==> config.mk <==
export PLATFORM = sky130hd
export DESIGN_NAME = pi_filter_param
export DESIGN_NICKNAME = d
export VERILOG_FILES = /design/src/rtl/pi_filter_param.sv
export SDC_FILE = /design/constraint.sdc
export NUM_CORES = 1
export LEC_CHECK = 0
export CORE_MARGIN = 2
export CORE_UTILIZATION = 40
export CTS_BUF_LIST = sky130_fd_sc_hd__clkbuf_4
export CTS_CLUSTER_DIAMETER = 50
export DETAILED_ROUTE_END_ITERATION = 7
export GPL_TIMING_DRIVEN = 0
export PLACE_DENSITY_LB_ADDON = 0.12
export SLEW_MARGIN = 10
export SYNTH_ARGS = -nofsm -noshare
export SYNTH_HDL_FRONTEND = slang
export SYNTH_SLANG_ARGS = --single-unit
export TNS_END_PERCENT = 50
==> constraint.sdc <==
create_clock -name clk -period 10.73 [get_ports clk]
set_input_delay 3.219 -clock clk [delete_from_list [all_inputs] [get_ports clk]]
set_output_delay 3.219 -clock clk [all_outputs]
set_load 0.02 [all_outputs]
==> src/rtl/pi_filter_param.sv <==
// Sign-magnitude PI loop filter for the ADPLL: saturating integrator, registered
// saturated control word, hold/clear sequencing controls and a small-error lock detector.
module pi_filter_param #(
   parameter int W        = 5,
   parameter int GW       = 5,
   parameter int IW       = 10,
   parameter int OW       = 10,
   parameter int LOCK_TH  = 1,
   parameter int LOCK_CNT = 8
) (
   input  logic          clk,
   input  logic          reset,
   input  logic          in_valid,
   input  logic          error_sign,
   input  logic [W-1:0]  error,
   input  logic [GW-1:0] alpha_var,
   input  logic [GW-1:0] beta_var,
   input  logic          hold,
   input  logic          clear,
   output logic [IW-1:0] integ_out,
   output logic          integ_sign,
   output logic [OW-1:0] filter_out,
   output logic          filter_sign,
   output logic          out_valid,
   output logic          sat,
   output logic          locked
);

   localparam int PW = W + GW;
   localparam int MW = ((IW > OW) ? IW : OW) + 1;
   localparam int CW = $clog2(LOCK_CNT + 1);
   localparam logic [MW-1:0] IMAX    = {{(MW-IW){1'b0}}, {IW{1'b1}}};
   localparam logic [MW-1:0] OMAX    = {{(MW-OW){1'b0}}, {OW{1'b1}}};
   localparam logic [CW-1:0] CNT_MAX = CW'(LOCK_CNT);

   // Returns {clip, sign, magnitude}; operands are below 2^(MW-1) so the raw sum never wraps.
   function automatic logic [MW+1:0] sm_add(
      input logic          sa,
      input logic [MW-1:0] ma,
      input logic          sb,
      input logic [MW-1:0] mb,
      input logic [MW-1:0] lim
   );
      logic [MW-1:0] mag;
      logic          sgn;
      logic          clip;
      if (sa == sb) begin
         mag = ma + mb;
         sgn = sa;
      end else if (ma >= mb) begin
         mag = ma - mb;
         sgn = sa;
      end else begin
         mag = mb - ma;
         sgn = sb;
      end
      clip = 1'b0;
      if (mag > lim) begin
         mag  = lim;
         clip = 1'b1;
      end
      if (mag == '0) sgn = 1'b0;
      return {clip, sgn, mag};
   endfunction

   logic [IW-1:0] r_integ;
   logic          r_integ_sign;
   logic [OW-1:0] r_filter;
   logic          r_filter_sign;
   logic          r_out_valid;
   logic          r_sat;
   logic          r_locked;
   logic [CW-1:0] r_cnt;

   logic [PW-1:0] w_inc;
   logic [PW-1:0] w_prop;
   logic [MW+1:0] w_iadd;
   logic [MW+1:0] w_fadd;
   logic [IW-1:0] w_integ_nx;
   logic          w_integ_sign_nx;
   logic          w_iclip;
   logic          w_in_th;
   logic [CW-1:0] w_cnt_nx;

   assign w_inc  = PW'(error) * PW'(alpha_var);
   assign w_prop = PW'(error) * PW'(beta_var);

   assign w_iadd          = sm_add(r_integ_sign, MW'(r_integ), error_sign, MW'(w_inc), IMAX);
   assign w_integ_nx      = hold ? r_integ      : w_iadd[IW-1:0];
   assign w_integ_sign_nx = hold ? r_integ_sign : w_iadd[MW];
   assign w_iclip         = ~hold & w_iadd[MW+1];

   // The output sums against the updated integrator, so the current sample's integral term shows at once.
   assign w_fadd = sm_add(error_sign, MW'(w_prop), w_integ_sign_nx, MW'(w_integ_nx), OMAX);

   assign w_in_th  = (32'(error) <= 32'(LOCK_TH));
   assign w_cnt_nx = !w_in_th ? '0 :
                     (r_cnt == CNT_MAX) ? r_cnt : r_cnt + CW'(1);

   // in_valid is a one-cycle strobe with no backpressure; out_valid pulses the cycle after each accepted sample.
   always_ff @(posedge clk or negedge reset) begin
      if (!reset) begin
         r_integ       <= '0;
         r_integ_sign  <= 1'b0;
         r_filter      <= '0;
         r_filter_sign <= 1'b0;
         r_out_valid   <= 1'b0;
         r_sat         <= 1'b0;
         r_locked      <= 1'b0;
         r_cnt         <= '0;
      end else if (clear) begin
         r_integ       <= '0;
         r_integ_sign  <= 1'b0;
         r_filter      <= '0;
         r_filter_sign <= 1'b0;
         r_out_valid   <= 1'b0;
         r_sat         <= 1'b0;
         r_locked      <= 1'b0;
         r_cnt         <= '0;
      end else if (in_valid) begin
         r_integ       <= w_integ_nx;
         r_integ_sign  <= w_integ_sign_nx;
         r_filter      <= w_fadd[OW-1:0];
         r_filter_sign <= w_fadd[MW];
         r_out_valid   <= 1'b1;
         r_sat         <= w_iclip | w_fadd[MW+1];
         r_locked      <= (w_cnt_nx == CNT_MAX);
         r_cnt         <= w_cnt_nx;
      end else begin
         r_out_valid   <= 1'b0;
      end
   end

   assign integ_out   = r_integ;
   assign integ_sign  = r_integ_sign;
   assign filter_out  = r_filter;
   assign filter_sign = r_filter_sign;
   assign out_valid   = r_out_valid;
   assign sat         = r_sat;
   assign locked      = r_locked;

endmodule

# == Word level (Yosys, flattened, before mapping) ==
# Index checks and enable logic that the tools add are counted.
# word_totals
register_bits,29
in_bits,21
output_inout_bits,25
wordCells,66
# classes
n_addsub,7
mul,2
magnitude_cmp,5
eq_ne,4
mux,34
bitwise,3
n_reduce_logical,3
# op_table
cell,n
11-bit 2-to-1 mux,6
10-bit 2-to-1 mux,5
10-bit by 10-bit subtractor with 11-bit output,4
10-bit by 10-bit adder with 11-bit output,2
"11-bit by 10-bit greater-than comparator with 1-bit output, second input constant",2
11-bit zero test,2
10-bit >= comparator,2
5-bit by 5-bit multiplier with 10-bit output,2
1-bit 2-to-1 mux,19
4-bit 2-to-1 mux,4
"4-bit equality test, second input constant",2
"5-bit by 1-bit less-or-equal comparator with 1-bit output, second input constant",1
"4-bit by 1-bit adder with 4-bit output, second input constant",1
1-bit equality test,2
2-bit nonzero test,1
1-bit bitwise AND,1
1-bit NOT,1
1-bit OR,1

# == Depth between registers and ports, before layout ==
# Gate-level depths: netlist of the first run.
# depth
ltp_word,17
depth_mapped,43
mapped_depth_nobuf,39

# == Worst setup path after synthesis of the first run ==
# No wires, ideal clock.
# synth_timing
kind,input -> register
start,input port error[0]
end,"register r_filter_sign, in the netlist filter_sign"
setup_ns,0.152
arrival_time_ns,11.431
required_time_ns,10.578
slack_ns,-0.854
cell_stages,37
path_buffers,3
path_cell_list,clkbuf_1 -> nand2_1 -> fa_1 -> fa_1 -> inv_1 -> fa_1 -> ha_1 -> a21oi_1 -> o21bai_1 -> a21oi_1 -> o21bai_1 -> a21oi_1 -> xor2_1 -> inv_1 -> ha_1 -> nand2_1 -> or3_4 -> and2_4 -> buf_6 -> a2bb2oi_1 -> o32a_1 -> nor2_1 -> o21ai_0 -> ha_1 -> o21bai_1 -> a21oi_1 -> o21a_1 -> o21ai_1 -> nand2_1 -> a2111oi_0 -> nor3_1 -> o21ai_0 -> and3_1 -> buf_6 -> a221oi_2 -> nor4b_1 -> a41oi_1
# synth_between
elab_chain_len,17
elab_cells_between_ends,31
cone_classes,add/sub: 6; mul: 2; order compare: 4; eq/ne: 1; mux: 16; reduce/logical: 2
# synth_lines
element,line,text
start: declaration,15,"input logic [W-1:0] error,"
branches (longest 14 deep; another with 10-bit by 10-bit subtractor with 11-bit output),-,
1-bit 2-to-1 mux *,62,if (mag == '0) sgn = 1'b0;
1-bit 2-to-1 mux *,120,end else if (in_valid) begin
1-bit 2-to-1 mux *,111,end else if (clear) begin
end signal: assignment,124,r_filter_sign <= w_fadd[MW];
end: declaration,69,logic r_filter_sign;
# Mark *: on every way between the ends. The select of a mux whose other input is x is not followed.
# A chain may end at the register's enable or synchronous reset.

# == Worst setup path after layout of the first run ==
# layout_timing
start,input port error[1]
end,"register r_filter_sign, in the netlist filter_sign"
# Same word-level chain as after synthesis.

==> impl_results.md, run 1 <==
* Overall power at 0.00223 W
* Post-synthesis compound-gate area fraction at 0.245
* Status: completed
* CP Max Fanout at 7
* Clk pin slew, worst setup/hold paths at 0.10 ns
* Worst EP arrival at 10.80 ns
* Post-DP HPWL at 15,000 µm
* Final ANT Viol Nets at 0
* DR WL/cell at 17.7 µm
* Fill cell count at 1,409
* Crit path from: error[1]
* Total global routing overflow at 0
* Synthesized net count at 953
* Sw frac at 0.520
* Post-synthesis register bit count at 29
* Reg-to-reg startpoint: integ_out[1]$_DFFE_PN0P_
* Worst-Skew Late Latency at 0.33 ns
* Post-DP Area at 7080 µm²
* Synth Area in Simple Gates at 0.225
* Tightest Pin Transition at 0.858 ns
* Port Buffers at 41
* RSZ-0062 raised after global routing: yes
* Fmax at 94.7 MHz
* Cell family with most CP delay: adder cells
* Number of global-route vias before repair at 6,253
* CTS buffer count at 5
* Finish-stage setup viols at 0
* Initial antenna violation count at 0
* Max Cap Viol at 0
* CP max stage delay at 0.57 ns
* Xor and xnor area share after synthesis at 0.0236
* Sequential share of power at 0.067
* Slew margin rel. at 0.423
* Antenna Cells at 0
* First-pass detailed-route iteration total at 5
* CP Capture Type: flip-flop
* Req. time, crit path at 10.97 ns
* CTS Hold Bufs at 0
* Crit path launch type: input pin
* Most frequent cells in the layout: inv_1 (90), ha_1 (80), buf_4 (66)
* First-pass GRT wire length at 32,000 µm
* CP bufs+invs at 7
* Clock root buffer: clkbuf_4
* Crit path time final at 10.55 ns
* Pleak at 3.89 nW
* CTS tree: yes
* Clk sinks at 29
* Period utilisation layout at 0.984
* Slew Viols, Final at 0
* Clock share of power at 0.051
* Setup TNS at 0 ns
* Row cnt at 45
* Synthesized area at 6320 µm²
* Final WL at 20,100 µm
* Fin util at 0.560
* Mapped Cells at 810
* Dpl cells at 1,062
* Logic pwr share at 0.882
* GRT Total Usage at 0.236
* Initial core utilization at 0.413
* Final Non-Filler Cells at 1,134
* Via density at 5.61
* Core area at 15,300 µm²
* Hold_sp: locked$_DFFE_PN0P_
* IO Count at 46
* Mapped Avg Cell Area at 7.80 µm²
* YS warnings at 0
* Max clock buf depth at 2
* Post-synth EDFFs at 0
* Final GP Congestion at 0.924
* Largest net degree at the start of global routing at 30
* Ys async rst share at 1.00
* Total number of vias at 6,361
* Crit path kind: in2reg
* Htree depth at 2
* Synth cell types at 86
* Nets at 1,065
* DR DRC count at 0
* Most common library cell in the layout ignoring fill and taps: inv_1
* Internal at 0.00107 W
* Top_reg_cell synth: dfrtp_1
* Die ar. at 16,800 µm²
* Maximum vdd drop at 0.0000992 V
* Post-synthesis sequential area ratio at 0.115
* Die height at 130 µm
* PwrDens at 260 nW/µm²
* Area grow syn2layout at 35.7%
* Mux cell area share after synthesis at 0.0273
* Layout cells sized above 1 at 0.268
* Fin. Hold Viols at 0
* Hold WC Path Type: reg2reg
* Die Wd at 130 µm
* Psw at 0.00116 W
* Fin Clk Skew at 0.0105 ns
* Cell at the slowest stage of the critical path: fa_1
* Post-synthesis adder-cell area fraction at 0.270
* Main combinational cell family by area after synthesis: adder cells
* Finished layout cell area at 8580 µm²
* DR iter-0 viols at 449
[worst paths after layout]
kind                       slack [ns]  cells past startpoint                       to
max                              0.18                     37  filter_sign$_DFFE_PN0P_
min                              0.52                      1       locked$_DFFE_PN0P_
max reg2reg                      4.66                     25  filter_sign$_DFFE_PN0P_
min reg2reg                      0.52                      1       locked$_DFFE_PN0P_
max in group asynchronous        7.37                      1     r_cnt[0]$_DFFE_PN0P_
min in group asynchronous        2.92                      1     r_cnt[3]$_DFFE_PN0P_
[per-layer routing]
metal	wire, µm	GRT usage	part of all wire
met5	0	0	0
met4	280	0.0354	0.014
met3	1090	0.0238	0.054
met2	9320	0.391	0.46
met1	9410	0.342	0.47
[through the flow]
stage,worst slack [ns],hold WS (ns)
6_report,0.175,0.518
5_1_grt,-0.160,0.539
4_1_cts,0.00508,0.523
3_5_place_dp,-2.48,0.497
3_3_place_gp,-2.44,0.502
2_1_floorplan,0.0114,0.493
[kinds of logic (layout without fill, tap and decap cells)]
| kind of cell | count (synthesis) | after routing |
|---|---|---|
| AO/OA/AOI/OAI | 209 | 209 |
| flip-flops | 29 | 29 |
| buffers and inverters | 146 | 259 |
| AND/OR/NAND/NOR | 271 | 271 |
| multiplexers | 16 | 16 |
| adder cells (fa/ha/maj) | 122 | 122 |
| XOR/XNOR | 17 | 17 |
[registers in the layout (all words and copies together) (netlist names)]
register     flops
filter_out      10
integ_out       10
r_cnt            4
filter_sign      1
integ_sign       1
locked           1
out_valid        1
sat              1
[area by class of cell]
class | count | area (µm²) | share of cell area
Multi-Input combinational cell | 635 | 5840 | 0.682
Clock inverter | 3 | 65.1 | 0.00759
Buffer | 36 | 248 | 0.0289
Inverter | 102 | 383 | 0.0446
Sequential cell | 29 | 726 | 0.0846
Tap cell | 211 | 264 | 0.0308
Clock buffer | 5 | 37.5 | 0.00438
Timing Repair Buffer | 113 | 1010 | 0.118
[Yosys cell counts (18+ instances only)]
cell type	instances	area share
dfrtp_1	29	0.11
and2_1	40	0.040
o21bai_1	22	0.026
fa_1	24	0.076
nand2_1	55	0.033
nand3_1	21	0.017
inv_1	102	0.061
ha_1	98	0.19
o21ai_0	18	0.014
a21oi_1	55	0.044
clkbuf_1	25	0.015
nor2_1	66	0.039
[what timing repair did]
| action | in CTS | in global routing |
|---|---|---|
| setup endpoints to repair | 12 | 12 |
| gates resized for setup | 138 | 80 |
| pin swaps | 61 | 56 |
| cloned | 2 | 0 |
| hold endpoints to repair | 0 | 0 |
| setup buffers | 50 | 20 |
[power groups by stage]
stage / registers [W] / clock network, W / logic [W]
floorplan: 0.000169 / 0 / 0.000995
global placement: 0.000151 / 0 / 0.00135
detailed placement: 0.000152 / 0 / 0.00136
CTS: 0.000150 / 0.000116 / 0.00177
global route: 0.000153 / 0.000119 / 0.00211
finish: 0.000150 / 0.000113 / 0.00197
(Power assumes the default switching activity.)
==> run 2: changes to the inputs <==
- CORE_UTILIZATION: 40 -> 55
==> impl_results.md, run 2 (synthesis gave the netlist of run 1 again) <==
* Initial core utilization at 0.558 (+0.146)
* Area grow syn2layout at 35.6% (about the same)
* Crit path from: alpha_var[2]
* Final GP Congestion at 0.989 (+7.0%)
* Req. time, crit path at 10.94 ns (-0.03 ns)
* Cells on worst reg2reg path at 24 (-4.0%)
* Via density at 6.26 (+12%)
* Final ANT Viol Nets at 0 (unchanged)
* Tightest Pin Transition at 0.854 ns (-0.00468 ns)
* Maximum vdd drop at 0.000329 V (+230%)
* Crit path depth at 37 (unchanged)
* IO Count at 46 (unchanged)
* Crit path time final at 10.62 ns (+0.0630 ns)
* Fin Hold WS at 0.513 ns (-0.00482 ns)
* Die Wd at 111 µm (-14%)
* Htree depth at 2 (unchanged)
* Fill cell count at 810 (-43%)
* Total global routing overflow at 0 (unchanged)
* Dpl cells at 995 (-6.3%)
* Most common library cell in the layout ignoring fill and taps: inv_1
* Worst R2R Setup Slack at 4.67 ns (about the same)
* Fin Clk Skew at 0.00843 ns (-0.00205 ns)
* DR iter-0 viols at 608 (+35%)
* Fin. Hold Viols at 0 (unchanged)
* Final Non-Filler Cells at 1,070 (-5.6%)
* Clock root buffer: clkbuf_4
* Max Cap Viol at 0 (unchanged)
* Most frequent cells in the layout: inv_1 (93), ha_1 (80), buf_4 (73)
* Clk pin slew, worst setup/hold paths at 0.11 ns (about the same)
* Worst r2r dst: filter_sign$_DFFE_PN0P_
* Core area at 11,300 µm² (-26%)
* Final WL at 21,000 µm (+4.6%)
* CP Max Fanout at 8 (+1)
* CTS buffer count at 5 (unchanged)
* Fmax at 94.2 MHz (-0.59%)
* Post-DP HPWL at 14,800 µm (-1.4%)
* Period utilisation layout at 0.990 (+0.00587)
* Crit path launch type: input pin
* DR DRC count at 0 (unchanged)
* Crit path to: filter_sign$_DFFE_PN0P_
* Layout cells sized above 1 at 0.275 (+0.00748)
* Die height at 111 µm (-14%)
* Crit path kind: in2reg
* Slew margin rel. at 0.431 (+0.00789)
* CTS tree: yes
* CP max stage delay at 0.54 ns (-0.03 ns)
* Max clock buf depth at 2 (unchanged)
* Pleak at 3.96 nW (+1.8%)
* Die ar. at 12,400 µm² (-26%)
* PwrDens at 273 nW/µm² (+4.7%)
* Fin util at 0.757 (+0.197)
* First-pass GRT wire length at 32,500 µm (+1.7%)
* Nets at 1,069 (+0.38%)
* Antenna Cells at 0 (unchanged)
* Clk sinks at 29 (unchanged)
* CP Capture Type: flip-flop
* Initial antenna violation count at 0 (unchanged)
* RSZ-0062 raised after global routing: yes
* Row cnt at 39 (-13%)
* Total number of vias at 6,703 (+5.4%)
* Largest net degree at the start of global routing at 30 (unchanged)
* First-pass detailed-route iteration total at 5 (unchanged)
* Finish-stage setup viols at 0 (unchanged)
* Port Buffers at 41 (unchanged)
* Worst-Skew Late Latency at 0.35 ns (+0.02 ns)
* Setup TNS at 0 ns (unchanged)
* Worst EP arrival at 10.82 ns (+0.02 ns)
* Cell family with most CP delay: compound AO/OA/AOI/OAI gates
* Reg-to-reg startpoint: integ_out[1]$_DFFE_PN0P_
* Number of global-route vias before repair at 6,497 (+3.9%)
* GRT Total Usage at 0.321 (+0.0848)
* Cell at the slowest stage of the critical path: fa_1
* CP bufs+invs at 8 (+1)
* Status: completed
* Slew Viols, Final at 0 (unchanged)
* DR WL/cell at 19.6 µm (+11%)
* Hold WC Path Type: reg2reg
-- run 2: cell types whose count changed in the layout (fill, tap and decap cells not counted), sizes merged --
| cell | before | now |
|---|---|---|
| buf | 99 | 106 |
| clkbuf | 21 | 18 |
-- run 2: power breakdown --
| group | switching, W | leakage, nW | internal, W | total (W) |
|---|---|---|---|---|
| registers | 0.0000217 | 0.385 | 0.000128 | 0.000150 |
| logic | 0.00115 | 3.52 | 0.000915 | 0.00207 |
| clock network | 0.0000466 | 0.0552 | 0.0000721 | 0.000119 |
-- run 2: through the flow --
stage | cell area, µm² | power [W] | setup WS, ns
2_1_floorplan | 6400 | 0.00116 | 0.0114
3_3_place_gp | 6990 | 0.00149 | -1.99
3_5_place_dp | 7000 | 0.00151 | -2.03
4_1_cts | 8000 | 0.00201 | 0.00185
5_1_grt | 8570 | 0.00247 | -0.160
6_report | 8570 | 0.00234 | 0.112
-- run 2: cell type report --
class	count	area, µm²	share of cell area
clock buffer	5	37.5	0.00438
multi-input combinational	635	5890	0.687
tap	143	179	0.0209
timing repair buffer	117	1030	0.121
inverter	102	383	0.0447
sequential	29	726	0.0847
clock inverter	3	65.1	0.00759
buffer	36	260	0.0304
-- run 2: worst min-delay path by stage --
stage,startpoint,to,slack (ns),depth (start not counted)
3_3_place_gp,locked$_DFFE_PN0P_,locked$_DFFE_PN0P_,0.49,1
5_1_grt,locked$_DFFE_PN0P_,locked$_DFFE_PN0P_,0.54,1
3_5_place_dp,locked$_DFFE_PN0P_,locked$_DFFE_PN0P_,0.50,1
6_report,locked$_DFFE_PN0P_,locked$_DFFE_PN0P_,0.51,1
4_1_cts,locked$_DFFE_PN0P_,locked$_DFFE_PN0P_,0.52,1
2_1_floorplan,r_cnt[3]$_DFFE_PN0P_,r_cnt[3]$_DFFE_PN0P_,0.49,1
-- run 2: worst register-to-register path: cells and delay by family (launching register included) --
kind / cells / cell delay, ns
compound gates: 11 / 3.09
simple gates: 6 / 1.05
flops: 1 / 0.59
fa+ha+maj: 2 / 0.55
buf+inv: 4 / 0.53
xor+xnor: 1 / 0.17
-- run 2: metal layers --
metal / GRT usage / wire length, µm
met1: 0.441 / 8780
met2: 0.541 / 10100
met3: 0.0366 / 1620
met4: 0.0815 / 552
met5: 0 / 0
-- run 2: repair_timing --
| item | 4_1_cts | 5_1_grt |
|---|---|---|
| endpoints found under the setup margin | 12 | 12 |
| hold buffers | 0 | 0 |
| pin swaps | 61 | 64 |
| resized for setup | 129 | 96 |
| buffers inserted | 52 | 22 |
| gates cloned | 1 | 0 |
==> run 3: changes to the inputs <==
- CORE_MARGIN: 2 -> not set
==> impl_results.md, run 3 (synthesis gave the netlist of run 1 again) <==
* CTS buffer count at 5 (unchanged)
* Worst R2R Setup Slack at 4.58 ns (-0.09 ns)
* CTS tree: yes
* Cells on worst reg2reg path at 28 (+17%)
* DR DRC count at 0 (unchanged)
* Number of global-route vias before repair at 6,272 (-3.5%)
* Reg-to-reg startpoint: integ_out[1]$_DFFE_PN0P_
* Hold_sp: locked$_DFFE_PN0P_
* Period utilisation layout at 0.994 (+0.00405)
* Port Buffers at 41 (unchanged)
* Initial antenna violation count at 0 (unchanged)
* CP Max Fanout at 7 (-1)
* Clock root buffer: clkbuf_4
* GRT Total Usage at 0.339 (+0.0181)
* Finished layout cell area at 8480 µm² (-1.0%)
* Die ar. at 11,900 µm² (-3.6%)
* Worst-Skew Late Latency at 0.33 ns (-0.02 ns)
* Slew margin rel. at 0.472 (+0.0411)
* Area grow syn2layout at 34.3%
* Total global routing overflow at 0 (unchanged)
* Final GP Congestion at 0.932 (-5.7%)
* Clk pin slew, worst setup/hold paths at 0.10 ns (about the same)
* CTS Hold Bufs at 0 (unchanged)
* IO Count at 46 (unchanged)
* Crit path from: error[1]
* Hold WC Path Type: reg2reg
* Core area at 11,000 µm² (-2.6%)
* Min-Delay Endpoint: locked$_DFFE_PN0P_
* Req. time, crit path at 10.97 ns (+0.03 ns)
* Maximum vdd drop at 0.000320 V (-2.7%)
* Max Cap Viol at 0 (unchanged)
* Crit path time final at 10.66 ns (+0.0435 ns)
* RSZ-0062 raised after global routing: yes
* Fin Clk Skew at 0.00748 ns (-0.000950 ns)
* Dpl cells at 992 (-0.30%)
* Final WL at 21,100 µm (+0.17%)
* Status: completed
* Pleak at 3.89 nW (-1.6%)
* DR iter-0 viols at 627 (+3.1%)
* Row cnt at 38 (-2.6%)
* Total number of vias at 6,628 (-1.1%)
* Crit path launch type: input pin
* Layout cells sized above 1 at 0.265 (-0.0104)
* First-pass detailed-route iteration total at 7 (+2)
* CP Capture Type: flip-flop
* Initial core utilization at 0.573 (+0.0147)
* First-pass GRT wire length at 31,300 µm (-3.8%)
* Slew Viols, Final at 0 (unchanged)
* Cell at the slowest stage of the critical path: fa_1
* Final ANT Viol Nets at 0 (unchanged)
* Clk sinks at 29 (unchanged)
* Fill cell count at 763 (-5.8%)
* CP max stage delay at 0.51 ns (-0.03 ns)
* PwrDens at 264 nW/µm² (-3.3%)
* Finish-stage setup viols at 0 (unchanged)
* Final Non-Filler Cells at 1,058 (-1.1%)
* Via density at 6.26 (about the same)
* Worst r2r dst: filter_sign$_DFFE_PN0P_
* Crit path kind: in2reg
* Overall power at 0.00224 W (-4.3%)
* DR WL/cell at 19.9 µm (+1.3%)
* Most frequent cells in the layout: inv_1 (94), ha_1 (82), nor2_1 (61)
* Max clock buf depth at 2 (unchanged)
* Tightest Pin Transition at 0.792 ns (-0.0616 ns)
* Die Wd at 109 µm (-1.8%)
* Hold Crit Depth at 1 (unchanged)
* Fin. Hold Viols at 0 (unchanged)
* Antenna Cells at 0 (unchanged)
* Fmax at 93.8 MHz (-0.41%)
* Largest net degree at the start of global routing at 30 (unchanged)
* Post-DP HPWL at 15,000 µm (+1.7%)
* Post-DP Area at 7000 µm² (about the same)
* Setup TNS at 0 ns (unchanged)
* Most common library cell in the layout ignoring fill and taps: inv_1
* Htree depth at 2 (unchanged)
* Die height at 109 µm (-1.8%)
* Fin util at 0.769 (+0.0121)
* Nets at 1,060 (-0.84%)
* Worst EP arrival at 10.90 ns (+0.08 ns)
[run 3: power by group]
part           switching (W)  internal [W]
Sequential         0.0000228      0.000128
Combinational        0.00113      0.000882
Clock              0.0000416     0.0000275
[run 3: per-stage QoR]
stage / hold WS, ns / setup WS, ns
after floorplan: 0.493 / 0.0114
after global placement: 0.493 / -1.97
after detailed placement: 0.496 / -2.12
after CTS: 0.519 / -0.0336
after global routing: 0.534 / -0.169
final: 0.510 / 0.0690
[run 3: worst max path at each step]
stage	endpoint	slack, ns	cells after the start
2_1_floorplan	filter_out[3]$_DFFE_PN0P_	0.01	40
3_3_place_gp	filter_sign$_DFFE_PN0P_	-1.97	38
3_5_place_dp	filter_sign$_DFFE_PN0P_	-2.12	40
4_1_cts	filter_sign$_DFFE_PN0P_	-0.03	40
5_1_grt	filter_sign$_DFFE_PN0P_	-0.17	40
6_report	filter_sign$_DFFE_PN0P_	0.07	41
[run 3: layout make-up]
| class | count | area (µm²) | share of cell area |
|---|---|---|---|
| well taps | 140 | 175 | 0.0206 |
| flip-flops and latches | 29 | 726 | 0.0855 |
| inverters | 102 | 388 | 0.0457 |
| plain buffers | 36 | 239 | 0.0282 |
| clock inverters | 2 | 10.0 | 0.00118 |
| repair buffers | 108 | 1010 | 0.119 |
| multi-input cells | 635 | 5890 | 0.695 |
| clock buffers | 6 | 45.0 | 0.00531 |
[run 3: metal layers]
layer  track usage  share of wire  up-vias
li1              -              -     3059
met1         0.451           0.43     3201
met2         0.553           0.47      309
met3        0.0586          0.074       59
met4         0.116          0.033        0
met5             0              0        -
[run 3: repair_timing]
item	in CTS	in global routing
gates cloned	3	0
setup endpoints to repair	12	12
pin swaps	52	69
buffers inserted	42	21
gates resized for setup	132	97
[run 3: worst max-delay path: cells and delay by family]
family | cells | cell delay, ns
fa+ha+maj | 6 | 2.33
buf+inv | 9 | 1.04
compound gates | 15 | 2.65
simple gates | 10 | 1.43
xor+xnor | 1 | 0.21
